**config.mk**
```make
export PLATFORM = sky130hd
export DESIGN_NAME = id_ex_stage
export DESIGN_NICKNAME = d
export VERILOG_FILES = /design/src/rtl/id_ex_stage.sv
export SDC_FILE = /design/constraint.sdc
export NUM_CORES = 1
export LEC_CHECK = 0
export ABC_AREA = 1
export ABC_CLOCK_PERIOD_IN_PS = 2700
export CORE_MARGIN = 8
export CORE_UTILIZATION = 38
export CTS_CLUSTER_SIZE = 8
export DETAILED_ROUTE_END_ITERATION = 8
export PLACE_DENSITY = 0.86
export SYNTH_ARGS = -nofsm -noshare
export SYNTH_HDL_FRONTEND = slang
export SYNTH_SLANG_ARGS = --single-unit
```
**constraint.sdc**
```tcl
create_clock -name clk -period 2.7 [get_ports clk]
set_input_delay 0.81 -clock clk [delete_from_list [all_inputs] [get_ports clk]]
set_output_delay 0.81 -clock clk [all_outputs]
set_load 0.02 [all_outputs]
```
**src/rtl/id_ex_stage.sv**
```systemverilog
// ID/EX pipeline register of the 5-stage MIPS32 core, with load-use hazard detection.
// Optional bubble counter enabled by defining ID_EX_BUBBLE_COUNT_EN.
module id_ex_stage #(
    parameter int DATA_W = 32,
    parameter int REG_AW = 5
) (
    input  logic              clk,
    input  logic              reset,
    input  logic              id_valid,
    input  logic [1:0]        id_RegDst,
    input  logic [1:0]        id_MemtoReg,
    input  logic [1:0]        id_ALUOp,
    input  logic              id_Jump,
    input  logic              id_Branch,
    input  logic              id_MemRead,
    input  logic              id_MemWrite,
    input  logic              id_ALUSrc,
    input  logic              id_RegWrite,
    input  logic              id_sign_or_zero,
    input  logic [DATA_W-1:0] id_pc4,
    input  logic [DATA_W-1:0] id_rs_data,
    input  logic [DATA_W-1:0] id_rt_data,
    input  logic [15:0]       id_imm,
    input  logic [REG_AW-1:0] id_rs,
    input  logic [REG_AW-1:0] id_rt,
    input  logic [REG_AW-1:0] id_rd,
    input  logic              flush,
    input  logic              ex_hold,
    output logic              stall_out,
    output logic              ex_valid,
    output logic [1:0]        ex_RegDst,
    output logic [1:0]        ex_MemtoReg,
    output logic [1:0]        ex_ALUOp,
    output logic              ex_Jump,
    output logic              ex_Branch,
    output logic              ex_MemRead,
    output logic              ex_MemWrite,
    output logic              ex_ALUSrc,
    output logic              ex_RegWrite,
    output logic [DATA_W-1:0] ex_pc4,
    output logic [DATA_W-1:0] ex_rs_data,
    output logic [DATA_W-1:0] ex_rt_data,
    output logic [DATA_W-1:0] ex_imm,
    output logic [REG_AW-1:0] ex_rs,
    output logic [REG_AW-1:0] ex_rt,
    output logic [REG_AW-1:0] ex_wreg,
    output logic [31:0]       bubble_cnt
);

    typedef struct packed {
        logic              valid;
        logic [1:0]        RegDst;
        logic [1:0]        MemtoReg;
        logic [1:0]        ALUOp;
        logic              Jump;
        logic              Branch;
        logic              MemRead;
        logic              MemWrite;
        logic              ALUSrc;
        logic              RegWrite;
        logic [DATA_W-1:0] pc4;
        logic [DATA_W-1:0] rs_data;
        logic [DATA_W-1:0] rt_data;
        logic [DATA_W-1:0] imm;
        logic [REG_AW-1:0] rs;
        logic [REG_AW-1:0] rt;
        logic [REG_AW-1:0] wreg;
    } ex_t;

    function automatic logic [DATA_W-1:0] ext_imm(input logic [15:0] imm, input logic sgn);
        logic signed [15:0] simm;
        simm = imm;
        if (sgn)
            ext_imm = DATA_W'(simm);
        else
            ext_imm = DATA_W'(imm);
    endfunction

    function automatic logic [REG_AW-1:0] sel_wreg(input logic [1:0] dst,
                                                   input logic [REG_AW-1:0] rt,
                                                   input logic [REG_AW-1:0] rd);
        case (dst)
            2'b00:   sel_wreg = rt;
            2'b01:   sel_wreg = rd;
            2'b10:   sel_wreg = REG_AW'(31);
            default: sel_wreg = '0;
        endcase
    endfunction

    ex_t               id_p0;
    ex_t               ex_p1;
    logic              load_use;
    logic [REG_AW-1:0] wreg_p0;

    // rs is always treated as a source; rt only when it is a register operand or store data
    always_comb begin
        load_use = ex_p1.valid & ex_p1.MemRead & id_valid & (ex_p1.rt != '0) &
                   ((ex_p1.rt == id_rs) |
                    ((ex_p1.rt == id_rt) & (~id_ALUSrc | id_MemWrite)));
    end

    assign stall_out = (load_use & ~flush) | ex_hold;

    // ---- stage p0: decode bundle assembled from the ID inputs ----
    always_comb begin
        id_p0         = '0;
        wreg_p0       = sel_wreg(id_RegDst, id_rt, id_rd);
        id_p0.pc4     = id_pc4;
        id_p0.rs_data = id_rs_data;
        id_p0.rt_data = id_rt_data;
        id_p0.imm     = ext_imm(id_imm, id_sign_or_zero);
        id_p0.rs      = id_rs;
        id_p0.rt      = id_rt;
        id_p0.wreg    = wreg_p0;
        if (id_valid) begin
            id_p0.valid    = 1'b1;
            id_p0.RegDst   = id_RegDst;
            id_p0.MemtoReg = id_MemtoReg;
            id_p0.ALUOp    = id_ALUOp;
            id_p0.Jump     = id_Jump;
            id_p0.Branch   = id_Branch;
            id_p0.MemRead  = id_MemRead;
            id_p0.MemWrite = id_MemWrite;
            id_p0.ALUSrc   = id_ALUSrc;
            id_p0.RegWrite = id_RegWrite & (id_RegDst != 2'b11) & (wreg_p0 != '0);
        end
    end

    // ---- stage p1: EX register; a bubble is the all-zero bundle ----
    always_ff @(posedge clk) begin
        if (reset)
            ex_p1 <= '0;
        else if (flush)
            ex_p1 <= '0;
        else if (!ex_hold)
            ex_p1 <= load_use ? '0 : id_p0;
    end

    assign ex_valid    = ex_p1.valid;
    assign ex_RegDst   = ex_p1.RegDst;
    assign ex_MemtoReg = ex_p1.MemtoReg;
    assign ex_ALUOp    = ex_p1.ALUOp;
    assign ex_Jump     = ex_p1.Jump;
    assign ex_Branch   = ex_p1.Branch;
    assign ex_MemRead  = ex_p1.MemRead;
    assign ex_MemWrite = ex_p1.MemWrite;
    assign ex_ALUSrc   = ex_p1.ALUSrc;
    assign ex_RegWrite = ex_p1.RegWrite;
    assign ex_pc4      = ex_p1.pc4;
    assign ex_rs_data  = ex_p1.rs_data;
    assign ex_rt_data  = ex_p1.rt_data;
    assign ex_imm      = ex_p1.imm;
    assign ex_rs       = ex_p1.rs;
    assign ex_rt       = ex_p1.rt;
    assign ex_wreg     = ex_p1.wreg;

`ifdef ID_EX_BUBBLE_COUNT_EN
    function automatic logic [31:0] sat_inc(input logic [31:0] cnt);
        sat_inc = (cnt == 32'hFFFF_FFFF) ? cnt : cnt + 32'd1;
    endfunction

    logic [31:0] bcnt_p1;

    // only bubbles that the hazard itself inserts are counted
    always_ff @(posedge clk) begin
        if (reset)
            bcnt_p1 <= 32'd0;
        else if (!flush && !ex_hold && load_use)
            bcnt_p1 <= sat_inc(bcnt_p1);
    end

    assign bubble_cnt = bcnt_p1;
`else
    assign bubble_cnt = 32'd0;
`endif

endmodule

```
# Yosys cells after proc, flatten, opt, wreduce, memory -nomap -nowiden
# Index checks and enable logic that the tools add are counted.
[word_totals] inputBits=145 regBits=156 out_inout_bits=189
[classes] eq_ne=5 reduce_logical=4 n_mux=4 bitwise=13
[ops] cell="2-to-1 mux 156 bit" count=1
[ops] cell="2-to-1 mux 32 bit" count=1
[ops] cell="case mux 5 bit (3 select lines)" count=1
[ops] cell="2-to-1 mux 13 bit" count=1
[ops] cell="== test 5 bit" count=2
[ops] cell="nonzero test 5 bit" count=2
[ops] cell="bitwise AND 1 bit" count=8
[ops] cell="bitwise OR 1 bit" count=3
[ops] cell="== test 2 x 1 -> 1 bit, second input constant" count=1
[ops] cell="== test 2 bit, second input constant" count=1
[ops] cell="logical NOT 2 bit" count=1
[ops] cell="!= test 2 bit, second input constant" count=1
[ops] cell="inverter 1 bit" count=2
[ops] cell="OR reduction 2 bit" count=1

# Logic depth before layout (Yosys ltp)
[depth] ltp_word=7 ltp_mapped=11

# Worst setup path after synthesis
# OpenSTA, ideal clock, no wires.
[synth_timing] kind="input to output" start="input id_rt[4]" end="output stall_out" arrival_time_ns=1.840 path_stages=10 required_ns=1.890 slack_ns=0.050 path_cell_list="inv_1 -> nand2_1 -> nand2_1 -> nor2_1 -> nand3_1 -> nand2_1 -> nand2_2 -> buf_8 -> buf_6 -> o21ai_1"
[synth_between] elab_chain_cells=6
[synth_lines] item="start: declaration" line="25" rtl="input logic [REG_AW-1:0] id_rt,"
[synth_lines] item="== test 5 bit" line="99" rtl="((ex_p1.rt == id_rt) & (~id_ALUSrc | id_MemWrite)));"
[synth_lines] item="bitwise AND 1 bit" line="99"
[synth_lines] item="bitwise OR 1 bit" line="98" rtl="((ex_p1.rt == id_rs) |"
[synth_lines] item="bitwise AND 1 bit" line="97" rtl="load_use = ex_p1.valid & ex_p1.MemRead & id_valid & (ex_p1.rt != '0) &"
[synth_lines] item="bitwise AND 1 bit" line="102" rtl="assign stall_out = (load_use & ~flush) | ex_hold;"
[synth_lines] item="bitwise OR 1 bit" line="102"
[synth_lines] item="end: declaration" line="29" rtl="output logic stall_out,"
# Every way passes these cells.

# Final worst setup path
[layout_timing] start="input id_ALUSrc" end="output stall_out"
[layout_between] elab_chain_cells=7
[layout_lines] item="start: declaration" line="17" rtl="input logic id_ALUSrc,"
[layout_lines] item="inverter 1 bit" line="99"
[layout_lines] item="bitwise OR 1 bit" line="99"
[layout_lines] item="bitwise AND 1 bit" line="99"
[layout_lines] item="bitwise OR 1 bit" line="98"
[layout_lines] item="bitwise AND 1 bit" line="97"
[layout_lines] item="bitwise AND 1 bit" line="102"
[layout_lines] item="bitwise OR 1 bit" line="102"
# Every way passes these cells.

==> qor.yml <==
route:
  dr.pass1.iters: 5
  drt_iter0_drc: 351
  vias: 5918
  detail_route.wl_per_cell_um: 15.89
  detail_route.drc_violations: 0
  routed_via_density: 4.851
  drt_wl_total_um: 19380
  final_antenna_net_count: 0
floorplan:
  die_outline_area_um2: 19420
  std_cell_rows: 45
  boundaryPins: 334
  die-width_um: 139.4
  start_util_pct: 38.47
  placeableCoreArea_um2: 15030
  floorplan.die.height_um: 139.4
clock_network:
  clock-sinks: 141
  clockRootBuffer: "sky130_fd_sc_hd__clkbuf_16"
  worst_setup_hold_path_clk_slew_ps: 60
  clk-insertion-delay-late_ps: 410
  cts-htree-levels: 4
  cts-hold-fix-buffers: 0
  max-clock-path-buffers: 2
  cts_buffers: 17
  clock_tree_from_tritoncts: "yes"
worst_setup_path:
  critical_path_buf_inv_count: 2
  timing.critical_path.to_type: "output pin"
  cpPeakStageDelay_ps: 220
  slowest_stage: "sky130_fd_sc_hd__clkdlybuf4s15_1"
  worst-endpoint-required_ps: 1890
  crit_path_max_fanout: 2
  worst_endpoint_data_arrival_time_ps: 1810
  timing_worst_setup_path_type: "input port to output pin"
  critical_path.startpoint_type: "input port"
  timing.critical_path.max_delay_family: "simple AND/OR/NAND/NOR gates"
  path_common_cell: "sky130_fd_sc_hd__nand2_2"
  path_cells: "clkdlybuf4s15_1 -> nand2_2 -> nand2_2 -> nor2_1 -> nand3_1 -> nand2_2 -> nand2_4 -> o21ai_4 -> buf_6"
pwr:
  maximum_ir_drop_on_the_vdd_rail_uv: 441.6
  p_leak_nw: 3.906
  total_chip_power_mw: 5.372
  cellPowerDensity_nw_per_um2: 581.7
sta:
  hold_viol: 0
  worst_hold_slack_ps: 465.8
  slew_headroom_pct: 37.87
  fmax_achieved_ghz: 0.3819
  unrepaired_setup_endpoints_after_global_routing: "no"
  fin_ws_ps: 81.43
  timing.final.max_slew_violations: 0
  final.min_clock_period_ps: 2619
  max_slew.worst_pin.slew_ps: 932.0
  skew_ps: 9.653
  layout_worst_path_cycle_share_pct: 96.98
  setup-tns-final_ps: 0
  setup-violations-final: 0
global_routing:
  pin_count_of_the_biggest_net_entering_global_routing: 253
  antenna_found_initial: 0
  first_pass_grt_wire_length_um: 30810
  grt_use_total_pct: 19.45
  grt.overflow.total: 0
  number_of_global_route_vias_before_repair: 5897
layout:
  multiInputGateArea_um2: 2374
  n_antenna_cell: 0
  finalNonFillerCells: 1220
  fin_nets: 1164
  fill_cells: 1279
  area.growth.synth_to_final_pct: 59.71
  final_layout_size_suffix_gt1_share_pct: 5.911
  ff_latch_area_um2: 2823
  layout.core_utilization_pct: 61.44
  stdcell_area_um2: 9236
synth:
  post_synth_inst_count: 759
  synthDominantAreaCellType: "sky130_fd_sc_hd__dfxtp_1"
  netlist_top_cells_count: "sky130_fd_sc_hd__nand2_1, sky130_fd_sc_hd__a21oi_1, sky130_fd_sc_hd__dfxtp_1"
  ys_dominant_reg_cell: "sky130_fd_sc_hd__dfxtp_1"
  synth-seq-area-share_pct: 48.81
  synth.cell_area_um2: 5783
  synthesized_flop_and_latch_total: 141
  synth_cell_type_count: 20
  yosysTopAreaCellShare_pct: 48.81
  synthesis.yosys.warnings: 0
  count_leader_synth: "sky130_fd_sc_hd__nand2_1"
  synth_edf_count: 0
  async_flop_share_pct: 0
  postSynthAreaPerCell_um2: 7.619
  synth_area_leaders: "sky130_fd_sc_hd__dfxtp_1, sky130_fd_sc_hd__a21oi_1, sky130_fd_sc_hd__nand2_1, sky130_fd_sc_hd__o21ai_0, sky130_fd_sc_hd__buf_4"
place:
  gp_congestion: 0.8611
  preCtsSetupSlack_ps: -256.8
  io_buffer_count: 301
  placedInstanceArea_um2: 8646
  dp_hpwl_um: 13830
  dp_cell_count: 1187
worst_hold_path:
  hold_class: "register to register"
run:
  max_cap_violations: 0
run_status:
  run_status: "complete, no violations"
[per-layer routing]
metal / GRT usage (%) / up-vias / part of all wire [%]
met5: 0 / - / 0
li1: - / 2954 / -
met1: 20.97 / 2704 / 39
met2: 31.90 / 226 / 47
met4: 8.550 / 0 / 3.0
met3: 9.405 / 34 / 11
[registers in the layout, summed over array words and instances (netlist names)]
register and count:
ex_rt 5, ex_rt_data 32, ex_RegWrite 1, ex_rs 5
ex_valid 1, ex_ALUOp 2, ex_Branch 1, ex_MemtoReg 2
ex_wreg 5, ex_pc4 32, ex_ALUSrc 1, ex_RegDst 2
ex_MemWrite 1, ex_MemRead 1, ex_rs_data 32, ex_imm 17
ex_Jump 1
[placed cells by master, fill, tap and decap left out]
master                              n
sky130_fd_sc_hd__dlygate4sd2_1      1
sky130_fd_sc_hd__bufinv_16          2
sky130_fd_sc_hd__inv_2              1
sky130_fd_sc_hd__clkinv_2           2
sky130_fd_sc_hd__o21ai_0          126
sky130_fd_sc_hd__xor2_1             1
sky130_fd_sc_hd__nor2_1            14
sky130_fd_sc_hd__nand3_1           21
sky130_fd_sc_hd__buf_12             3
sky130_fd_sc_hd__nand2_1          179
sky130_fd_sc_hd__clkbuf_16         17
sky130_fd_sc_hd__inv_6              6
sky130_fd_sc_hd__a21oi_1          141
sky130_fd_sc_hd__inv_1             18
sky130_fd_sc_hd__nand2_4            1
sky130_fd_sc_hd__xnor2_1            1
sky130_fd_sc_hd__clkdlybuf4s15_1    6
sky130_fd_sc_hd__clkdlybuf4s50_1  288
sky130_fd_sc_hd__nand4_1            2
sky130_fd_sc_hd__nor2_4             1
sky130_fd_sc_hd__nand2_2            3
sky130_fd_sc_hd__o21ai_4            1
sky130_fd_sc_hd__clkinv_4           2
sky130_fd_sc_hd__buf_6              1
sky130_fd_sc_hd__buf_4             12
sky130_fd_sc_hd__clkbuf_2           5
sky130_fd_sc_hd__conb_1            32
sky130_fd_sc_hd__clkinvlp_4         4
sky130_fd_sc_hd__dfxtp_1          141
[logic make-up after synthesis]
group	after synthesis	share of synthesized area, %
buf+inv	126	12.66
compound gates	268	23.19
xor+xnor	2	0.3030
flops	141	48.81
other cells	1	0.06484
simple gates	221	14.97
[worst min-delay path, stage by stage, from the launching register on]
cell and delay (ps):
sky130_fd_sc_hd__dfxtp_1 310, sky130_fd_sc_hd__nand2_1 60, sky130_fd_sc_hd__a21oi_1 50
[worst paths after layout]
path	startpoint	to	slack, ps	cells past startpoint
setup / recovery	id_ALUSrc	stall_out	80	9
hold / removal	ex_MemtoReg[0]$_SDFFE_PP0N_	ex_MemtoReg[0]$_SDFFE_PP0N_	470	2
setup reg to reg	ex_rt[0]$_SDFFE_PP0N_	ex_rt_data[20]$_SDFFE_PP0N_	670	11
hold reg to reg	ex_MemtoReg[0]$_SDFFE_PP0N_	ex_MemtoReg[0]$_SDFFE_PP0N_	470	2
[final cells by class]
| cell class | count | share of cell area [%] |
|---|---|---|
| well taps | 188 | 2.547 |
| inverters | 20 | 0.8670 |
| clock buffers | 17 | 4.606 |
| clock inverters | 15 | 1.747 |
| multi-input cells | 523 | 25.70 |
| flip-flops and latches | 141 | 30.56 |
| repair buffers | 316 | 33.97 |
[report_power, final]
group | switching [mW] | internal, mW | total [mW]
clock | 0.957 | 1.37 | 2.33
sequential | 0.0449 | 2.17 | 2.21
combinational | 0.417 | 0.413 | 0.830
total | 1.42 | 3.95 | 5.37
[timing repair]
| action | CTS | global route |
|---|---|---|
| buffers inserted | 0 | 1 |
| pin swaps | 3 | 9 |
| resized for setup | 17 | 18 |
| cloned | 0 | 0 |
| setup endpoints to repair | 1 | 1 |
(Power assumes the default switching activity.)
